==> config.mk <==
export PLATFORM = sky130hd
export DESIGN_NAME = sample_line_cache
export DESIGN_NICKNAME = d
export VERILOG_FILES = /design/src/rtl/sample_line_cache.sv
export SDC_FILE = /design/constraint.sdc
export NUM_CORES = 2
export LEC_CHECK = 0
export BUFFER_PORTS_ARGS = -buffer_cell sky130_fd_sc_hd__buf_2
export CORE_ASPECT_RATIO = 1.5
export CORE_MARGIN = 1
export CORE_UTILIZATION = 47
export DETAILED_ROUTE_END_ITERATION = 10
export PLACE_DENSITY = 0.61
export SLEW_MARGIN = 20
export SYNTH_ARGS = -nofsm -noshare
export SYNTH_HDL_FRONTEND = slang
export SYNTH_SLANG_ARGS = --single-unit
==> constraint.sdc <==
create_clock -name clk -period 26.1 [get_ports clk]
set_input_delay 2.61 -clock clk [delete_from_list [all_inputs] [get_ports clk]]
set_output_delay 2.61 -clock clk [all_outputs]
set_load 0.005 [all_outputs]
==> src/rtl/sample_line_cache.sv <==
// Per-channel single-line sample cache with a round-robin, one-outstanding SDRAM line fetcher.
// Optional prefetch of the following line per channel is enabled with SAMPLE_CACHE_PREFETCH_EN.
module sample_line_cache #(
  parameter int          CHANNELS   = 8,
  parameter int          ADDR_W     = 20,
  parameter int          LINE_BYTES = 8,
  parameter logic [24:0] BASE_ADDR  = 25'h0
) (
  input  logic                        clk,
  input  logic                        reset,
  input  logic                        rd,
  input  logic [$clog2(CHANNELS)-1:0] index,
  input  logic [ADDR_W-1:0]           addr,
  output logic                        valid,
  output logic [7:0]                  dout,
  output logic [24:0]                 sdr_addr,
  output logic                        sdr_req,
  input  logic [8*LINE_BYTES-1:0]     sdr_data,
  input  logic                        sdr_rdy
);

  localparam int IDX_W = $clog2(CHANNELS);
  localparam int OFF   = $clog2(LINE_BYTES);
  localparam int TAG_W = ADDR_W - OFF;
  localparam int LW    = 8 * LINE_BYTES;

  typedef enum logic [1:0] {
    ST_INVALID,
    ST_PENDING,
    ST_FETCHING,
    ST_VALID
  } line_state_t;

  logic [TAG_W-1:0] tag_q  [CHANNELS];
  logic [LW-1:0]    data_q [CHANNELS];
  line_state_t      st_q   [CHANNELS];

  logic             outstanding_q;
  logic [IDX_W-1:0] fetch_ch_q;
  logic [TAG_W-1:0] fetch_tag_q;
  logic [IDX_W-1:0] rr_q;

`ifdef SAMPLE_CACHE_PREFETCH_EN
  logic [TAG_W-1:0] pf_tag_q  [CHANNELS];
  logic [LW-1:0]    pf_data_q [CHANNELS];
  line_state_t      pf_st_q   [CHANNELS];
  logic             fetch_pf_q;
  logic [CHANNELS-1:0] pf_pend;
  logic             grant_pf;
  logic             fill_pf;
  logic             pf_fill_now;
`endif

  logic [TAG_W-1:0]    rd_tag;
  logic [OFF-1:0]      rd_off;
  logic                rd_hit;
  logic [CHANNELS-1:0] dem_pend;
  logic                grant;
  logic [IDX_W-1:0]    grant_ch;
  logic [TAG_W-1:0]    grant_tag;
  logic [IDX_W-1:0]    cand;
  logic [ADDR_W-1:0]   grant_line;
  logic                fill_dem;

  assign rd_tag     = addr[ADDR_W-1:OFF];
  assign rd_off     = addr[OFF-1:0];
  assign rd_hit     = (tag_q[index] == rd_tag);
  assign grant_line = {grant_tag, {OFF{1'b0}}};

`ifdef SAMPLE_CACHE_PREFETCH_EN
  assign fill_dem = !fetch_pf_q && (st_q[fetch_ch_q] == ST_FETCHING) &&
                    (tag_q[fetch_ch_q] == fetch_tag_q);
  assign fill_pf  = fetch_pf_q && (pf_st_q[fetch_ch_q] == ST_FETCHING) &&
                    (pf_tag_q[fetch_ch_q] == fetch_tag_q);
  assign pf_fill_now = sdr_rdy && outstanding_q && fetch_pf_q && (fetch_ch_q == index);
`else
  assign fill_dem = (st_q[fetch_ch_q] == ST_FETCHING) && (tag_q[fetch_ch_q] == fetch_tag_q);
`endif

  // A channel being read this cycle is held out of arbitration so the read's tag/state update wins.
  always_comb begin
    dem_pend = '0;
`ifdef SAMPLE_CACHE_PREFETCH_EN
    pf_pend = '0;
`endif
    for (int i = 0; i < CHANNELS; i++) begin
      dem_pend[i] = !outstanding_q && (st_q[i] == ST_PENDING) && !(rd && (index == IDX_W'(i)));
`ifdef SAMPLE_CACHE_PREFETCH_EN
      pf_pend[i] = !outstanding_q && (pf_st_q[i] == ST_PENDING) && !(rd && (index == IDX_W'(i)));
`endif
    end
  end

  // Round-robin search starting just after the last granted channel; demand lines beat prefetches.
  always_comb begin
    grant     = 1'b0;
    grant_ch  = '0;
    grant_tag = '0;
    cand      = '0;
`ifdef SAMPLE_CACHE_PREFETCH_EN
    grant_pf  = 1'b0;
`endif
    for (int k = 1; k <= CHANNELS; k++) begin
      cand = rr_q + IDX_W'(k);
      if (!grant && dem_pend[cand]) begin
        grant     = 1'b1;
        grant_ch  = cand;
        grant_tag = tag_q[cand];
      end
    end
`ifdef SAMPLE_CACHE_PREFETCH_EN
    for (int k = 1; k <= CHANNELS; k++) begin
      cand = rr_q + IDX_W'(k);
      if (!grant && pf_pend[cand]) begin
        grant     = 1'b1;
        grant_pf  = 1'b1;
        grant_ch  = cand;
        grant_tag = pf_tag_q[cand];
      end
    end
`endif
  end

  // Fill, grant and read updates in that order, so a read's later assignment takes priority.
  always_ff @(posedge clk or posedge reset) begin
    if (reset) begin
      for (int i = 0; i < CHANNELS; i++) begin
        tag_q[i]  <= '0;
        data_q[i] <= '0;
        st_q[i]   <= ST_INVALID;
`ifdef SAMPLE_CACHE_PREFETCH_EN
        pf_tag_q[i]  <= '0;
        pf_data_q[i] <= '0;
        pf_st_q[i]   <= ST_INVALID;
`endif
      end
      outstanding_q <= 1'b0;
      fetch_ch_q    <= '0;
      fetch_tag_q   <= '0;
      rr_q          <= '0;
      valid         <= 1'b0;
      dout          <= 8'h00;
      sdr_req       <= 1'b0;
      sdr_addr      <= 25'h0;
`ifdef SAMPLE_CACHE_PREFETCH_EN
      fetch_pf_q    <= 1'b0;
`endif
    end else begin
      sdr_req <= 1'b0;

      if (sdr_rdy && outstanding_q) begin
        outstanding_q <= 1'b0;
        if (fill_dem) begin
          data_q[fetch_ch_q] <= sdr_data;
          st_q[fetch_ch_q]   <= ST_VALID;
`ifdef SAMPLE_CACHE_PREFETCH_EN
          pf_tag_q[fetch_ch_q] <= tag_q[fetch_ch_q] + TAG_W'(1);
          pf_st_q[fetch_ch_q]  <= ST_PENDING;
`endif
        end
`ifdef SAMPLE_CACHE_PREFETCH_EN
        if (fill_pf) begin
          pf_data_q[fetch_ch_q] <= sdr_data;
          pf_st_q[fetch_ch_q]   <= ST_VALID;
        end
`endif
      end

      if (grant) begin
        sdr_req       <= 1'b1;
        sdr_addr      <= BASE_ADDR + 25'(grant_line);
        outstanding_q <= 1'b1;
        fetch_ch_q    <= grant_ch;
        fetch_tag_q   <= grant_tag;
        rr_q          <= grant_ch;
`ifdef SAMPLE_CACHE_PREFETCH_EN
        fetch_pf_q    <= grant_pf;
        if (grant_pf) pf_st_q[grant_ch] <= ST_FETCHING;
        else          st_q[grant_ch]    <= ST_FETCHING;
`else
        st_q[grant_ch] <= ST_FETCHING;
`endif
      end

      if (rd) begin
        if (rd_hit) begin
          if (st_q[index] == ST_VALID) begin
            valid <= 1'b1;
            dout  <= data_q[index][{rd_off, 3'b000} +: 8];
          end else begin
            valid <= 1'b0;
            if (st_q[index] == ST_INVALID) st_q[index] <= ST_PENDING;
          end
        end else begin
          tag_q[index] <= rd_tag;
          st_q[index]  <= ST_PENDING;
          valid        <= 1'b0;
`ifdef SAMPLE_CACHE_PREFETCH_EN
          // Promotion does not queue a further prefetch; the next demand fill does that.
          if ((pf_tag_q[index] == rd_tag) && (pf_st_q[index] != ST_INVALID)) begin
            pf_st_q[index] <= ST_INVALID;
            case (pf_st_q[index])
              ST_VALID: begin
                data_q[index] <= pf_data_q[index];
                st_q[index]   <= ST_VALID;
                valid         <= 1'b1;
                dout          <= pf_data_q[index][{rd_off, 3'b000} +: 8];
              end
              ST_FETCHING: begin
                if (!pf_fill_now) begin
                  st_q[index] <= ST_FETCHING;
                  fetch_pf_q  <= 1'b0;
                end
              end
              default: ;
            endcase
          end
`endif
        end
      end
    end
  end

endmodule
==> metrics.csv <==
stage;metric;value;unit
clock_network;path_clk_slew;0.06;ns
setup_path;arrival;8.05;ns
floorplanning;chipHeight;351.1;um
setup_path;critPathKind;input pin to flop;
synth;async_flop_share;100.0;%
synth;synthTopCellsByCount;dfrtp_1 (695), mux2_2 (674), nand2_1 (195);
floorplanning;die_width;234.8;um
routing;drt_wl_total;129.3;mm
run_status;outcome;finished clean;
setup_path;cp_max_fo;99;
clock_network;h-tree-depth;3;
setup_path;path_cells;buf_4 -> buf_12 -> and3b_2 -> buf_4 -> a22oi_1 -> and4_1 -> or4_1 -> nor4_2 -> nand4_2 -> and2_1 -> nand2_2 -> mux2_2;
clock_network;cts_repair_resize_count;0;
routing;wl_per_cell;31.07;um
routing;drt_iter0_drc;2431;
final_layout;multi_input_area;0.01963;mm^2
placement;placed_cells;4032;
clock_network;cts_setup_buffers;0;
timing;layout_setup_ws;18.56;ns
global_routing;gr-total-overflow;0;
final_layout;layoutNonFillerInstCount;4163;
setup_path;start_kind;input pin;
timing;skew;0.02180;ns
floorplanning;start_util;47.59;%
global_routing;grt_usage;31.58;%
floorplanning;core_area;0.08025;mm^2
final_layout;nFillCells;6912;
synth;syn_inst;3065;
placement;hpwl;81.43;mm
clock_network;cts_root_buffer;clkbuf_16;
synth;syn_area;0.03819;mm^2
routing;avgViaCountPerCell;6.811;
global_routing;antenna_found_initial;17;
routing;drcViolationCount;0;
floorplanning;row_count;127;
hold_path;hold_path_class;flop to flop;
timing;timing.slew.headroom;26.42;%
clock_network;cts_sinks;695;
synth;synth_most_common_cell;dfrtp_1;
clock_network;clockBufferDepth;3;
final_layout;final_util;52.42;%
floorplanning;ios;126;
synth;syn_area_per_cell;12.46;um^2
pwr;p_leak;19.01;nW
setup_path;cp_slowest_cell;and3b_2;
routing;vias;28350;
setup_path;crit_required;26.61;ns
setup_path;cpPeakStageDelay;0.77;ns
timing;fin_crit;7.543;ns
synth;ys_seq_area_share;45.54;%
job;drv_cap;0;
timing;rsz0062_at_grt;no;
clock_network;cts_tree;built;
global_routing;grt_pass1_wl;194.4;mm
synth;yosysTopAreaCell;dfrtp_1;
placement;routabilityCongestion;0.9285;
pwr;ir_drop;85.51;uV
floorplanning;fp.dieArea;0.08243;mm^2
placement;port_buffers;117;
synth;synth_top_area_share;45.54;%
clock_network;clock_latency;0.64;ns
setup_path;crit_path_end_kind;flop;
synth;synthDistinctLibCells;88;
final_layout;drive_gt1_share;37.90;%
final_layout;nNetsFinal;3172;
timing;slew_violations;0;
timing;worst_pin_slew;1.076;ns
global_routing;grt_max_degree;125;
final_layout;register_area;0.01740;mm^2
synth;ys_seq_elements;695;
setup_path;cp_common_cell;buf_4;
final_layout;syn2layout_area_growth;10.15;%
pwr;power_density;99.12;mW/mm^2
placement;place_ws;18.02;ns
global_routing;first_global_vias;29640;
clock_network;cts_buffers;73;
synth;synth_area_leaders;dfrtp_1 (46%), mux2_2 (20%), mux4_2 (8.8%);
timing;fmax;132.6;MHz
synth;yosysWarnings;0;
timing;setup_violations;0;
routing;ant_nets;0;
timing;tns;0;ns
timing;finalHoldViolations;0;
clock_network;hold_buffers;0;
synth;synth_flop_cell;dfrtp_1;
synth;synth_edf_count;0;
routing;drt-pass1-iter-count;5;
timing;fin_crit_sh;28.90;%
layout by cell type (no fill, tap or decap), drive strengths merged, types with 8 or more instances in the layout:
| cell type | instances |
|---|---|
| a21oi | 126 |
| mux2i | 163 |
| nor4 | 22 |
| inv | 26 |
| nor4bb | 12 |
| a31oi | 14 |
| mux4 | 150 |
| o21ai | 75 |
| a221o | 16 |
| nor3 | 20 |
| clkinv | 11 |
| a22oi | 79 |
| a222oi | 10 |
| mux2 | 679 |
| nand2 | 199 |
| a21o | 10 |
| nor2 | 82 |
| o22ai | 42 |
| o211ai | 20 |
| nor4b | 11 |
| conb | 8 |
| nor2b | 12 |
| buf | 196 |
| a2bb2oi | 9 |
| a2111oi | 14 |
| o221ai | 14 |
| dfrtp | 695 |
| clkbuf | 105 |
| xnor2 | 23 |
| a211oi | 11 |
| nand4 | 12 |
| a221oi | 42 |
| and4b | 10 |
| a22o | 23 |
| o32a | 8 |
| nand3 | 53 |
critical path, delay by kind of cell:
kind | cells | cell delay [ns]
buf+inv | 3 | 1.32
compound gates | 1 | 0.17
simple gates | 7 | 3.40
mux | 1 | 0.41
final timing paths:
kind / start / to / slack (ns) / cells after the start
setup reg to reg: rr_q[0] / data_q[422] / 19.16 / 11
min in group asynchronous: reset / data_q[441] / 2.12 / 2
hold / removal: data_q[366] / data_q[366] / 0.50 / 1
max in group asynchronous: reset / data_q[230] / 20.82 / 5
hold reg to reg: data_q[366] / data_q[366] / 0.50 / 1
setup / recovery: index[2] / tag_q[112] / 18.56 / 12
per-stage QoR:
step | hold WS [ns] | instance area (um^2) | power [W]
after floorplan | 0.4737 | 38220 | 0.002526
final | 0.5006 | 42070 | 0.004170
after detailed placement | 0.4916 | 39620 | 0.003073
after global placement | 0.4837 | 39620 | 0.003048
after CTS | 0.5067 | 42040 | 0.004154
after global routing | 0.5148 | 42060 | 0.004338
report_power, final:
group          leakage, nW  internal (W)  switching (W)
registers             9.37       0.00116       0.000151
clock network         1.19      0.000621       0.000453
logic                 8.45      0.000752        0.00103
total                 19.0       0.00253        0.00164
cell type report:
| class | instances | share of cell area, % |
|---|---|---|
| repair buffers | 196 | 2.894 |
| clock buffers | 105 | 5.086 |
| multi-input cells | 2085 | 46.66 |
| inverters | 24 | 0.2320 |
| diodes | 7 | 0.04164 |
| clock inverters | 19 | 0.6603 |
| flip-flops and latches | 695 | 41.36 |
| well taps | 1032 | 3.069 |
state kept, by name, summed over array words and instances, names as in the netlist:
register and cells:
data_q 512, tag_q 136, fetch_tag_q 17, st_q 16
dout 8, rr_q 3, outstanding_q 1, sdr_req 1
valid 1
routing by layer:
metal | vias to the layer above | global-route usage [%] | part of all wire, %
li1 | 11750 | - | -
met1 | 14910 | 37.44 | 37
met2 | 1294 | 54.43 | 50
met3 | 388 | 5.454 | 6.9
met4 | 12 | 17.92 | 5.8
met5 | - | 0 | 0.053
logic make-up (layout without fill, tap and decap cells):
logic type / after synthesis / in the layout / synth area share, %
multiplexers: 992 / 992 / 33.14
AND/OR/NAND/NOR: 480 / 480 / 6.392
AO/OA/AOI/OAI: 569 / 569 / 10.51
buffers and inverters: 292 / 344 / 3.528
XOR/XNOR: 30 / 30 / 0.6880
adder cells (fa/ha/maj): 6 / 6 / 0.1966
flip-flops: 695 / 695 / 45.54
other: 1 / 15 / 0.009819
No activity file was read; power rests on OpenSTA's default activity.
